### src/rtl/iterative_shifter.sv
// iterative_shifter
//   Multi-cycle shifter that moves the operand by at most STEP bits per
//   clock until the requested amount has been applied.
//
//   Optional feature macro: SHIFTER_ABORT_EN (adds the abort input).
//
//   Ports
//     clk      in   rising-edge clock
//     clr      in   synchronous active-low reset
//     start    in   begin an operation (sampled only in IDLE)
//     op_code  in   01001 SHR, 01010 SHRA, 01011 SHL, 01100 ROR, 01101 ROL
//     a        in   operand
//     b        in   shift amount, only b[AW-1:0] used
//     abort    in   (SHIFTER_ABORT_EN only) drop the operation while in SHIFT
//     result   out  shifted value, held until the next accepted start
//     busy     out  high in SHIFT and DONE
//     done     out  one-cycle completion pulse
//     err      out  illegal op_code seen, held until the next accepted start
//
//   state | meaning
//   IDLE  | waiting for start
//   SHIFT | applying up to STEP bits per clock
//   DONE  | one-cycle completion, always returns to IDLE
module iterative_shifter #(
  parameter int WIDTH = 32,
  parameter int STEP  = 1
) (
  input  logic             clk,
  input  logic             clr,
  input  logic             start,
  input  logic [4:0]       op_code,
  input  logic [WIDTH-1:0] a,
  input  logic [WIDTH-1:0] b,
`ifdef SHIFTER_ABORT_EN
  input  logic             abort,
`endif
  output logic [WIDTH-1:0] result,
  output logic             busy,
  output logic             done,
  output logic             err
);

  localparam int AW = $clog2(WIDTH);
  localparam logic [AW-1:0] STEP_AMT = AW'(STEP);

  localparam logic [4:0] OP_SHR  = 5'b01001;
  localparam logic [4:0] OP_SHRA = 5'b01010;
  localparam logic [4:0] OP_SHL  = 5'b01011;
  localparam logic [4:0] OP_ROR  = 5'b01100;
  localparam logic [4:0] OP_ROL  = 5'b01101;

  typedef enum logic [1:0] {
    S_IDLE  = 2'd0,
    S_SHIFT = 2'd1,
    S_DONE  = 2'd2
  } state_t;

  state_t           state_q, state_d;
  logic [WIDTH-1:0] result_q, result_d;
  logic [AW-1:0]    rem_q, rem_d;
  logic [4:0]       op_q, op_d;
  logic             sign_q, sign_d;
  logic             err_q, err_d;

  logic [AW-1:0]    step_amt;
  logic [AW-1:0]    amt_in;
  logic             op_legal;
  logic [WIDTH-1:0] shifted;
  logic [2*WIDTH-1:0] dbl;

  // Upper bits of b are intentionally ignored.
  logic unused_b_hi;
  assign unused_b_hi = ^b[WIDTH-1:AW];

  assign amt_in   = b[AW-1:0];
  assign op_legal = (op_code == OP_SHR) || (op_code == OP_SHRA) ||
                    (op_code == OP_SHL) || (op_code == OP_ROR)  ||
                    (op_code == OP_ROL);

  // One step of the shift; rotations and the arithmetic fill use a
  // double-width word so a single shifter covers all five operations.
  always_comb begin
    step_amt = (rem_q < STEP_AMT) ? rem_q : STEP_AMT;
    dbl      = '0;
    shifted  = result_q;
    case (op_q)
      OP_SHR:  shifted = result_q >> step_amt;
      OP_SHRA: begin
        dbl     = {{WIDTH{sign_q}}, result_q} >> step_amt;
        shifted = dbl[WIDTH-1:0];
      end
      OP_SHL:  shifted = result_q << step_amt;
      OP_ROR: begin
        dbl     = {result_q, result_q} >> step_amt;
        shifted = dbl[WIDTH-1:0];
      end
      OP_ROL: begin
        dbl     = {result_q, result_q} << step_amt;
        shifted = dbl[2*WIDTH-1:WIDTH];
      end
      default: shifted = result_q;
    endcase
  end

  always_comb begin
    state_d  = state_q;
    result_d = result_q;
    rem_d    = rem_q;
    op_d     = op_q;
    sign_d   = sign_q;
    err_d    = err_q;
    case (state_q)
      S_IDLE: begin
        if (start) begin
          result_d = a;
          op_d     = op_code;
          sign_d   = a[WIDTH-1];
          err_d    = !op_legal;
          if (op_legal && (amt_in != '0)) begin
            rem_d   = amt_in;
            state_d = S_SHIFT;
          end else begin
            rem_d   = '0;
            state_d = S_DONE;
          end
        end
      end
      S_SHIFT: begin
        result_d = shifted;
        rem_d    = rem_q - step_amt;
        if (rem_d == '0) state_d = S_DONE;
`ifdef SHIFTER_ABORT_EN
        // The step on the abort edge still lands; only completion is dropped.
        if (abort) begin
          rem_d   = '0;
          state_d = S_IDLE;
        end
`endif
      end
      S_DONE:  state_d = S_IDLE;
      default: state_d = S_IDLE;
    endcase
  end

  always_ff @(posedge clk) begin
    if (!clr) begin
      state_q  <= S_IDLE;
      result_q <= '0;
      rem_q    <= '0;
      op_q     <= '0;
      sign_q   <= 1'b0;
      err_q    <= 1'b0;
    end else begin
      state_q  <= state_d;
      result_q <= result_d;
      rem_q    <= rem_d;
      op_q     <= op_d;
      sign_q   <= sign_d;
      err_q    <= err_d;
    end
  end

  assign result = result_q;
  assign busy   = (state_q != S_IDLE);
  assign done   = (state_q == S_DONE);
  assign err    = err_q;

endmodule

### config.mk
export PLATFORM = sky130hd
export DESIGN_NAME = iterative_shifter
export DESIGN_NICKNAME = d
export VERILOG_FILES = /design/src/rtl/iterative_shifter.sv
export SDC_FILE = /design/constraint.sdc
export NUM_CORES = 1
export LEC_CHECK = 0
export CORE_ASPECT_RATIO = 0.75
export CORE_MARGIN = 8
export CORE_UTILIZATION = 40
export CTS_CLUSTER_DIAMETER = 40
export CTS_CLUSTER_SIZE = 14
export DETAILED_ROUTE_END_ITERATION = 6
export PLACE_DENSITY_LB_ADDON = 0.12
export REMOVE_ABC_BUFFERS = 1
export SYNTH_ARGS = -nofsm -noshare
export SYNTH_HDL_FRONTEND = slang
export SYNTH_SLANG_ARGS = --single-unit
### constraint.sdc
create_clock -name clk -period 2.5 [get_ports clk]
set_input_delay 0.5 -clock clk [delete_from_list [all_inputs] [get_ports clk]]
set_output_delay 0.5 -clock clk [all_outputs]
set_load 0.1 [all_outputs]
### Word level (Yosys, flattened, before mapping)

Cells that the tools add are included.

* output and inout bits: 35
* register bits after elaboration: 46
* input port bits: 72
* word-level logic and storage cells: 54

* order comparisons: 1
* shift operators: 5
* equal/unequal tests: 15
* muxes and demuxes: 11
* add/sub/neg operators: 1
* reductions and logical operators: 15

Operators by type and width (count)
* one-hot mux 32 bit (5 select lines): 1
* >> shifter 64 x 5 -> 32 bit: 2
* one-hot mux 32 bit (2 select lines): 1
* left shift 64 x 5 -> 64 bit: 1
* equality test 5 x 4 -> 1 bit, second input constant: 10
* 2-to-1 mux 32 bit: 1
* left shift 32 x 5 -> 32 bit: 1
* >> shifter 32 x 5 -> 32 bit: 1
* 2-to-1 mux 5 bit: 3
* one-hot mux 5 bit (2 select lines): 1
* 2-to-1 mux 2 bit: 3
* inequality test 6 x 1 -> 1 bit, second input constant: 1
* AND reduction 2 bit: 3
* logical NOT 5 bit: 1
* < comparator 5 x 1 -> 1 bit, second input constant: 1
* nonzero test 5 bit: 1
* subtractor 5 bit: 1
* logical OR 1 bit: 4
* inequality test 2 bit, second input constant: 2
* one-hot mux 2 bit (2 select lines): 1
* nonzero test 2 bit: 2
* AND reduction 3 bit: 1
* equality test 2 x 1 -> 1 bit, second input constant: 1
* equality test 2 bit, second input constant: 1
* 3 further kinds: 3

### Depth between registers and ports, before layout

Gate-level depths: netlist of run 1.

* word-level depth: 9
* mapped depth: 7
* depth with buffers taken out: 7

### Worst setup path after synthesis of run 1

OpenSTA, ideal clock, no wires.

* path kind: register to output
* from: reg state_q[1]
* to: out done
* slack: 0.154 ns
* path buffers: 1
* arrival time: 1.846 ns
* required time: 2.000 ns
* cell stages (with the launch flop): 4
* cells stage by stage: dfxtp_1 -> buf_2 -> inv_1 -> nor2_1

* longest elaborated chain between the ends: 1

RTL lines
* start, declared: RTL line 58 `state_t state_q, state_d;`
* start signal, assigned: RTL line 154 `state_q <= state_d;`
* equality test 2 bit: RTL line 165 `assign done = (state_q == S_DONE);`
* end, declared: RTL line 39 `output logic done,`

No other way between the ends.

### Worst setup path after layout of run 1

* from: reg rem_q[2]
* to: reg rem_q[4]

* longest elaborated chain between the ends: 4

RTL lines
* start, declared: RTL line 60 `logic [AW-1:0] rem_q, rem_d;`
* start signal, assigned: RTL line 156 `rem_q <= rem_d;`
* < comparator 5 x 1 -> 1 bit: RTL line 83 `step_amt = (rem_q < STEP_AMT) ? rem_q : STEP_AMT;`
* 2-to-1 mux 5 bit: RTL line 83
* subtractor 5 bit (*): RTL line 130 `rem_d = rem_q - step_amt;`
* one-hot mux 5 bit (2 select lines) (*): RTL line 112 `case (state_q)`

Every way passes the cells marked *; elsewhere a longest branch is shown, timed or not.
A chain may end at the register's enable or synchronous reset.

==> impl_metrics.yaml, run 1 <==
clocking:
  cts_tree: "yes"
  h-tree-depth: 2
  cts_resized: 0
  cts_inserted_buffers: 5
  root_buffer: "clkbuf_8"
  cts_buffer_depth: 2
  hold_buffers: 0
  clkSinkCount: 46
  cts_setup_buffers: 0
  clk_pin_slew_worst_paths_ns: 0.10
  clk_latency_ns: 0.30
cells_and_area:
  drive_gt1_share_pct: 27.8
  areaGrowthSynthToFinish_pct: 34.4
  antennaDiodeCount: 0
  fin_nets: 417
  fin_util_pct: 55.0
  fin_cells: 426
grt:
  grt_pass1_wl_mm: 12.2
  overflow: 0
  track_usage_pct: 16.1
  grt_pass1_vias: 2389
  grt_max_degree: 36
  antenna_found_initial: 0
outcome:
  status: "finished clean"
timing:
  drv_slew: 0
  finalSetupTns_ns: 0
  hold_viol_final: 0
  slew_headroom_pct: 20.1
  finalSetupViolCount: 0
  max_freq_ghz: 0.438
  finalCritPeriodShare_pct: 91.3
  tightest_slew_ns: 1.20
  timing.final.crit_period_ns: 2.28
  clock_skew_ns: 0.00887
  rsz0062_at_grt: "no"
yosys:
  ys_types: 50
  synth_top_cell_area_share_pct: 36.1
  syn_avg_cell_area_um2: 9.61
  synth_warnings: 0
  ys_seq_area_share_pct: 36.1
  synth_area_leader_cell: "dfxtp_1"
  synth_edf_count: 0
  async_reset_ff_share_pct: 0
  synthTopCellsByArea: "dfxtp_1 (36%), mux2_2 (11%), o2bb2ai_1 (8.3%), a22oi_1 (7.1%), mux2i_1 (3.5%)"
  ys.flop_type: "dfxtp_1"
  yosysMostFrequentCell: "dfxtp_1"
  synth_area_um2: 2550
  ys_ff_latch: 46
  syn_inst: 265
  synthTopCellsByCount: "dfxtp_1 (46), mux2_2 (25), a22oi_1 (24), o2bb2ai_1 (24), nor2_1 (22)"
power:
  combPwrFrac_pct: 36.3
  netSwitchingPower_mw: 0.854
  p_sw_share_pct: 40.9
  p_seq_share_pct: 41.1
  max-vdd-ir-drop_mv: 0.367
  intPower_mw: 1.23
  powerDensity_nw_per_um2: 610
  leakagePower_nw: 1.37
  pwr-share-clk_pct: 22.6
worst_setup_path:
  slowest_delay_ns: 0.56
  path_class: "flop to flop"
  critPathArrivalTime_ns: 2.48
  cp-start-kind: "flop"
  cp-end-kind: "flop"
  critical-path-top-delay-family: "simple AND/OR/NAND/NOR gates"
  cp_num_buf_inv: 0
  required_ns: 2.70
  crit_path_top_delay_cell: "or4_2"
  r2r_slack_ns: 0.22
  cp_cell_sequence: "or4_4 -> or2b_1 -> ha_1 -> or4_2 -> nor2_1 -> nor3_1 -> a2111oi_0"
  worstPathMaxFanout: 7
floorplan:
  fp.dieW_um: 108
  core_region_area_um2: 6220
  die_h_um: 85.1
  initial_core_util_pct: 40.9
  fp-row-count: 25
  boundaryPins: 107
  die_area_um2: 9200
routing:
  vias: 2417
  drt_iter0_drc: 121
  drcViolationCount: 0
  viasPerCell: 5.67
  first_pass_iters: 4
  wl_per_cell_um: 17.7
  routed_wirelength_mm: 7.54
  antenna_left: 0
flow_run:
  maxCapViolCount: 0
placement:
  gp_congestion: 0.807
  post-dp-hpwl_mm: 5.39
  place_inst: 418
  io_buffers: 79
min_path:
  min_path_type: "flop to flop"
## worst register-to-register path: stages, from the launching register on
cell and delay, ns:
dfxtp_2 0.40, or4_4 0.19, or2b_1 0.25, ha_1 0.24
or4_2 0.56, nor2_1 0.14, nor3_1 0.06, a2111oi_0 0.33
## per-stage QoR
stage	instance area, um^2	setup WS (ns)	power [mW]	hold slack [ns]
2_1_floorplan	2450	0.132	1.40	0.461
3_3_place_gp	3330	0.219	1.63	0.488
3_5_place_dp	3330	0.140	1.63	0.493
4_1_cts	3420	0.111	2.10	0.505
5_1_grt	3420	0.0353	2.18	0.521
6_report	3420	0.216	2.09	0.501
## flip-flops by register name, summed over array words and instances, names as in the netlist
| signal | flops |
|---|---|
| err | 1 |
| op_q | 5 |
| rem_q | 5 |
| result | 32 |
| sign_q | 1 |
| state_q | 2 |
## metal layers
metal,track usage [%],wire [um]
met3,4.09,417
met5,0,0
met4,3.39,52
met2,24.6,3340
met1,22.0,3730
## power by group through the flow
| stage | Sequential [mW] | Combinational [mW] | Clock [mW] |
|---|---|---|---|
| 2_1_floorplan | 1.16 | 0.245 | 0 |
| 3_3_place_gp | 0.872 | 0.755 | 0 |
| 3_5_place_dp | 0.874 | 0.760 | 0 |
| 4_1_cts | 0.856 | 0.762 | 0.483 |
| 5_1_grt | 0.869 | 0.799 | 0.512 |
| 6_report | 0.858 | 0.759 | 0.473 |
## layout make-up
| class | count | area (um^2) |
|---|---|---|
| repair buffers | 89 | 778 |
| clock inverters | 3 | 21.3 |
| multi-input cells | 196 | 1510 |
| clock buffers | 5 | 68.8 |
| flip-flops and latches | 46 | 922 |
| well taps | 81 | 101 |
| inverters | 6 | 22.5 |
| fillers | 614 | 2800 |
## cells in the final DEF (no fill, tap or decap), types with 2 or more instances in the layout
| cell type | n |
|---|---|
| a31oi_1 | 7 |
| inv_1 | 6 |
| o22ai_1 | 2 |
| dfxtp_1 | 45 |
| clkdlybuf4s50_1 | 44 |
| o2bb2ai_1 | 24 |
| o21a_1 | 3 |
| o221a_2 | 4 |
| a211oi_1 | 4 |
| a221oi_1 | 2 |
| mux2_2 | 25 |
| nand3_1 | 2 |
| nor3b_1 | 2 |
| a22oi_1 | 24 |
| o211ai_1 | 2 |
| buf_4 | 45 |
| nor2_1 | 22 |
| and2_1 | 2 |
| nor3_1 | 5 |
| o21ai_0 | 6 |
| a221oi_2 | 3 |
| nor2b_1 | 5 |
| clkbuf_8 | 5 |
| mux2i_1 | 9 |
| nand2_1 | 13 |
| a21oi_1 | 6 |
## path summary, 6_finish.rpt
kind / from / end / depth (start not counted)
hold reg to reg: err$_SDFFE_PN0P_ / err$_SDFFE_PN0P_ / 2
setup / recovery: rem_q[2]$_SDFFE_PN0P_ / rem_q[4]$_SDFFE_PN0P_ / 7
setup reg to reg: rem_q[2]$_SDFFE_PN0P_ / rem_q[4]$_SDFFE_PN0P_ / 7
hold / removal: err$_SDFFE_PN0P_ / err$_SDFFE_PN0P_ / 2
## logic make-up (layout without fill, tap and decap cells)
group                      count (synthesis)  in the layout  synth area share [%]
DFF                                       46             46                  36.1
buffers and inverters                     23            103                  4.57
AOI/OAI and AO/OA                         98             98                  31.2
muxes                                     34             34                  14.6
adders and majority gates                  1              1                 0.491
and+or+nand+nor                           62             62                  12.7
xor gates and xnor gates                   1              1                 0.344
(Power assumes the default switching activity.)
==> run 2, diff against run 1 <==
--- a/config.mk
+++ b/config.mk
@@ -13,6 +13,7 @@
 export DETAILED_ROUTE_END_ITERATION = 6
 export PLACE_DENSITY_LB_ADDON = 0.12
 export REMOVE_ABC_BUFFERS = 1
+export SLEW_MARGIN = 20
 export SYNTH_ARGS = -nofsm -noshare
 export SYNTH_HDL_FRONTEND = slang
 export SYNTH_SLANG_ARGS = --single-unit
==> run 2 against run 1 <==
Clock power is 1% lower. Combinational power hardly changed. Sequential power hardly changed. Critical path type unchanged.
==> impl_metrics.yaml, run 2 (synthesis results as in run 1) <==
timing:
  timing.final.crit_period_ns: 2.28
  finalCritPeriodShare_pct: 91.2
  tightest_slew_ns: 0.711
  drv_slew: 0
  slew_headroom_pct: 52.5
  finalSetupViolCount: 0
  max_freq_ghz: 0.439
  rsz0062_at_grt: "no"
  finalSetupTns_ns: 0
  clock_skew_ns: 0.00386
  hold_viol_final: 0
routing:
  drcViolationCount: 0
  antenna_left: 0
  routed_wirelength_mm: 7.44
  first_pass_iters: 4
  viasPerCell: 5.70
  wl_per_cell_um: 17.5
  vias: 2427
  drt_iter0_drc: 111
clocking:
  root_buffer: "clkbuf_8"
  hold_buffers: 0
  cts_buffer_depth: 2
  clk_latency_ns: 0.30
  cts_inserted_buffers: 5
  cts_resized: 0
  cts_setup_buffers: 0
  h-tree-depth: 2
  clkSinkCount: 46
  cts_tree: "yes"
  clk_pin_slew_worst_paths_ns: 0.09
power:
  intPower_mw: 1.23
  max-vdd-ir-drop_mv: 0.390
  p_sw_share_pct: 40.8
  pwr-share-clk_pct: 22.4
  leakagePower_nw: 1.37
  combPwrFrac_pct: 36.5
  powerDensity_nw_per_um2: 608
  netSwitchingPower_mw: 0.850
  p_seq_share_pct: 41.1
worst_setup_path:
  cp-end-kind: "flop"
  critPathArrivalTime_ns: 2.47
  cp-start-kind: "flop"
  worstPathMaxFanout: 5
  path_class: "flop to flop"
  required_ns: 2.69
cells_and_area:
  fin_cells: 426
  fin_util_pct: 55.1
  antennaDiodeCount: 0
  largest_reg_flops: 32
  fin_nets: 417
  areaGrowthSynthToFinish_pct: 34.6
  drive_gt1_share_pct: 27.8
  fillers: 593
  most-common-layout-cells: "dfxtp_1 (45), buf_4 (45), clkdlybuf4s50_1 (44)"
  fin_area_um2: 3430
floorplan:
  boundaryPins: 107
  fp-row-count: 25
  die_h_um: 85.1
  core_region_area_um2: 6220
  initial_core_util_pct: 40.9
  die_area_um2: 9200
  fp.dieW_um: 108
placement:
  gp_congestion: 0.807
  place_inst: 418
  place_area_um2: 3340
  io_buffers: 79
  post-dp-hpwl_mm: 5.36
grt:
  overflow: 0
  antenna_found_initial: 0
  grt_pass1_vias: 2413
  track_usage_pct: 16.2
  grt_max_degree: 36
  grt_pass1_wl_mm: 12.3
flow_run:
  maxCapViolCount: 0
min_path:
  min_path_type: "flop to flop"
outcome:
  status: "finished clean"
==> run 2: cell counts in the layout (fill, tap and decap cells not counted) <==
No cell type changed its count.
==> run 2: through the flow <==
step           setup slack [ns]  power [mW]  hold slack (ns)
2_1_floorplan             0.132        1.40            0.461
3_3_place_gp              0.219        1.63            0.488
3_5_place_dp              0.138        1.63            0.493
4_1_cts                   0.113        2.10            0.506
5_1_grt                  0.0335        2.18            0.521
6_report                  0.221        2.09            0.500
==> run 2: worst paths after layout <==
check                   startpoint               endpoint  slack [ns]  cells after the start
max          rem_q[4]$_SDFFE_PN0P_  rem_q[4]$_SDFFE_PN0P_        0.22                      7
min               err$_SDFFE_PN0P_       err$_SDFFE_PN0P_        0.50                      2
max reg2reg  rem_q[4]$_SDFFE_PN0P_  rem_q[4]$_SDFFE_PN0P_        0.22                      7
min reg2reg       err$_SDFFE_PN0P_       err$_SDFFE_PN0P_        0.50                      2
==> run 2: power groups by stage <==
stage                     combinational, mW  sequential, mW  clock [mW]
after floorplan                       0.245            1.16           0
after global routing                  0.801           0.869       0.510
after detailed placement              0.762           0.873           0
final                                 0.761           0.856       0.467
after global placement                0.755           0.872           0
after CTS                             0.764           0.856       0.483
==> run 2: final cells by class <==
cell class,instances,area [um^2],share of cell area (%)
clock buffer,5,68.8,2.01
clock inverter,3,21.3,0.620
inverter,6,22.5,0.657
multi-input combinational,196,1520,44.2
sequential,46,922,26.9
tap,81,101,2.96
timing repair buffer,89,778,22.7
==> run 2: worst max-delay path, stage by stage, from the launching register on <==
cell and delay [ns]:
dfxtp_1 0.40, or4_4 0.19, or2b_1 0.25, ha_1 0.24, or4_2 0.56, nor2_1 0.14
nor3_1 0.06, a2111oi_0 0.33
==> run 2: routing by layer <==
layer	wire length [um]	vias to the layer above	GRT usage, %
li1	-	1194	-
met2	3280	69	24.4
met4	46	0	3.52
met5	0	-	0
met3	486	5	4.16
met1	3630	1159	22.5
==> run 3, diff against run 2 <==
--- a/config.mk
+++ b/config.mk
@@ -13,7 +13,7 @@
 export DETAILED_ROUTE_END_ITERATION = 6
 export PLACE_DENSITY_LB_ADDON = 0.12
 export REMOVE_ABC_BUFFERS = 1
-export SLEW_MARGIN = 20
+export SLEW_MARGIN = 15
 export SYNTH_ARGS = -nofsm -noshare
 export SYNTH_HDL_FRONTEND = slang
 export SYNTH_SLANG_ARGS = --single-unit
==> run 3 against run 2 <==
Routed wire length rose by 1.0%. Register-to-register slack barely moved. Highest routed layer unchanged. Non-clock buffer count did not move. Critical path type unchanged. Critical path depth did not move. Sequential share of layout area did not move. Largest power group unchanged. Flip-flop and latch count did not move. Clock power rose by 1%. Sequential power barely moved. Final area did not move. Worst setup slack improved by 0.0025 ns. Fmax rose by 0.11%.
==> impl_metrics.yaml, run 3 (synthesis results as in run 1) <==
power:
  netSwitchingPower_mw: 0.854
  intPower_mw: 1.23
  combPwrFrac_pct: 36.4
  report.power.total_mw: 2.09
  pwr-share-clk_pct: 22.6
  powerDensity_nw_per_um2: 609
  p_seq_share_pct: 41.0
  max-vdd-ir-drop_mv: 0.367
  p_sw_share_pct: 40.9
  leakagePower_nw: 1.37
floorplan:
  core_region_area_um2: 6220
  die_area_um2: 9200
  fp.dieW_um: 108
  boundaryPins: 107
  fp-row-count: 25
  initial_core_util_pct: 40.9
  die_h_um: 85.1
worst_setup_path:
  cp-start-kind: "flop"
  critPathArrivalTime_ns: 2.47
  slowest_delay_ns: 0.56
  critical-path-top-delay-family: "simple AND/OR/NAND/NOR gates"
  path_class: "flop to flop"
  r2r_slack_ns: 0.22
  r2r_cells: 7
  crit_path_top_delay_cell: "or4_2"
  cp_cell_sequence: "or4_4 -> or2b_1 -> ha_1 -> or4_2 -> nor2_1 -> nor3_1 -> a2111oi_0"
  cp_num_buf_inv: 0
  r2r_start: "rem_q[2]$_SDFFE_PN0P_"
  cp-end-kind: "flop"
  timing.rr.end: "rem_q[4]$_SDFFE_PN0P_"
  worstPathMaxFanout: 7
  required_ns: 2.70
  critPathLaunch: "rem_q[2]$_SDFFE_PN0P_"
routing:
  drcViolationCount: 0
  antenna_left: 0
  vias: 2425
  routed_wirelength_mm: 7.52
  drt_iter0_drc: 115
  first_pass_iters: 4
  viasPerCell: 5.69
  wl_per_cell_um: 17.7
min_path:
  holdPathEnd: "err$_SDFFE_PN0P_"
  hp-start: "err$_SDFFE_PN0P_"
  whs_path_depth: 2
  min_path_type: "flop to flop"
timing:
  finalSetupViolCount: 0
  slew_headroom_pct: 53.3
  timing.final.crit_period_ns: 2.28
  hold_viol_final: 0
  clock_skew_ns: 0.00861
  max_freq_ghz: 0.439
  finalSetupTns_ns: 0
  rsz0062_at_grt: "no"
  drv_slew: 0
  finalCritPeriodShare_pct: 91.1
  tightest_slew_ns: 0.698
cells_and_area:
  fin_cells: 426
  most-common-layout-cells: "dfxtp_1 (45), buf_4 (45), clkdlybuf4s50_1 (44)"
  areaGrowthSynthToFinish_pct: 34.6
  multiInputGateArea_um2: 1520
  seqCellArea_um2: 922
  drive_gt1_share_pct: 27.8
  fillers: 613
  largest_reg_flops: 32
  antennaDiodeCount: 0
  fin_nets: 417
  fin_util_pct: 55.1
clocking:
  hold_buffers: 0
  cts_buffer_depth: 2
  h-tree-depth: 2
  cts_tree: "yes"
  clkSinkCount: 46
  root_buffer: "clkbuf_8"
  cts_setup_buffers: 0
  clk_pin_slew_worst_paths_ns: 0.10
  clk_latency_ns: 0.30
  cts_inserted_buffers: 5
placement:
  io_buffers: 79
  place_inst: 418
  gp_congestion: 0.807
  post-dp-hpwl_mm: 5.39
flow_run:
  maxCapViolCount: 0
grt:
  track_usage_pct: 16.1
  overflow: 0
  grt_max_degree: 36
  grt_pass1_wl_mm: 12.2
  grt_pass1_vias: 2389
  antenna_found_initial: 0
outcome:
  status: "finished clean"
run 3: cell counts in the layout (fill, tap and decap cells not counted):
No cell type changed its count.
run 3: cell type report:
class,count,share of cell area (%)
Timing Repair Buffer,89,22.7
Multi-Input combinational cell,196,44.2
Sequential cell,46,26.9
Clock inverter,3,0.620
Inverter,6,0.657
Clock buffer,5,2.01
Tap cell,81,2.96
run 3: worst max path at each step:
stage	end	slack, ns	cells past startpoint
floorplan	done	0.13	2
global placement	result[0]$_SDFFE_PN0P_	0.22	6
detailed placement	rem_q[4]$_SDFFE_PN0P_	0.14	7
CTS	rem_q[4]$_SDFFE_PN0P_	0.11	7
global route	rem_q[4]$_SDFFE_PN0P_	0.04	7
finish	rem_q[4]$_SDFFE_PN0P_	0.22	7
run 3: layer usage:
layer | up-vias | wire [um] | GRT usage, %
li1 | 1191 | - | -
met1 | 1159 | 3590 | 22.0
met2 | 70 | 3350 | 24.6
met3 | 5 | 523 | 4.09
met4 | 0 | 52 | 3.39
met5 | - | 0 | 0
run 3: power groups by stage:
stage | logic [mW] | registers (mW) | clock network, mW
after floorplan | 0.245 | 1.16 | 0
after global placement | 0.755 | 0.872 | 0
after detailed placement | 0.760 | 0.874 | 0
after CTS | 0.762 | 0.856 | 0.483
after global routing | 0.801 | 0.869 | 0.512
final | 0.760 | 0.857 | 0.472
run 3: worst reg2reg max path, stage by stage (launching register included):
cell and delay, ns:
dfxtp_2 0.40, or4_4 0.19, or2b_1 0.25, ha_1 0.24, or4_2 0.56, nor2_1 0.14
nor3_1 0.06, a2111oi_0 0.33
run 3: timing repair:
action                                 in CTS  in global routing
endpoints found under the hold margin       0                  0
resized for setup                           0                  1
setup endpoints to repair                   0                  1
run 3: stage by stage:
| step | hold slack (ns) | area, um^2 | worst slack (ns) |
|---|---|---|---|
| 4_1_cts | 0.505 | 3420 | 0.111 |
| 3_3_place_gp | 0.488 | 3330 | 0.219 |
| 5_1_grt | 0.521 | 3430 | 0.0353 |
| 3_5_place_dp | 0.493 | 3330 | 0.140 |
| 6_report | 0.501 | 3430 | 0.224 |
| 2_1_floorplan | 0.461 | 2450 | 0.132 |
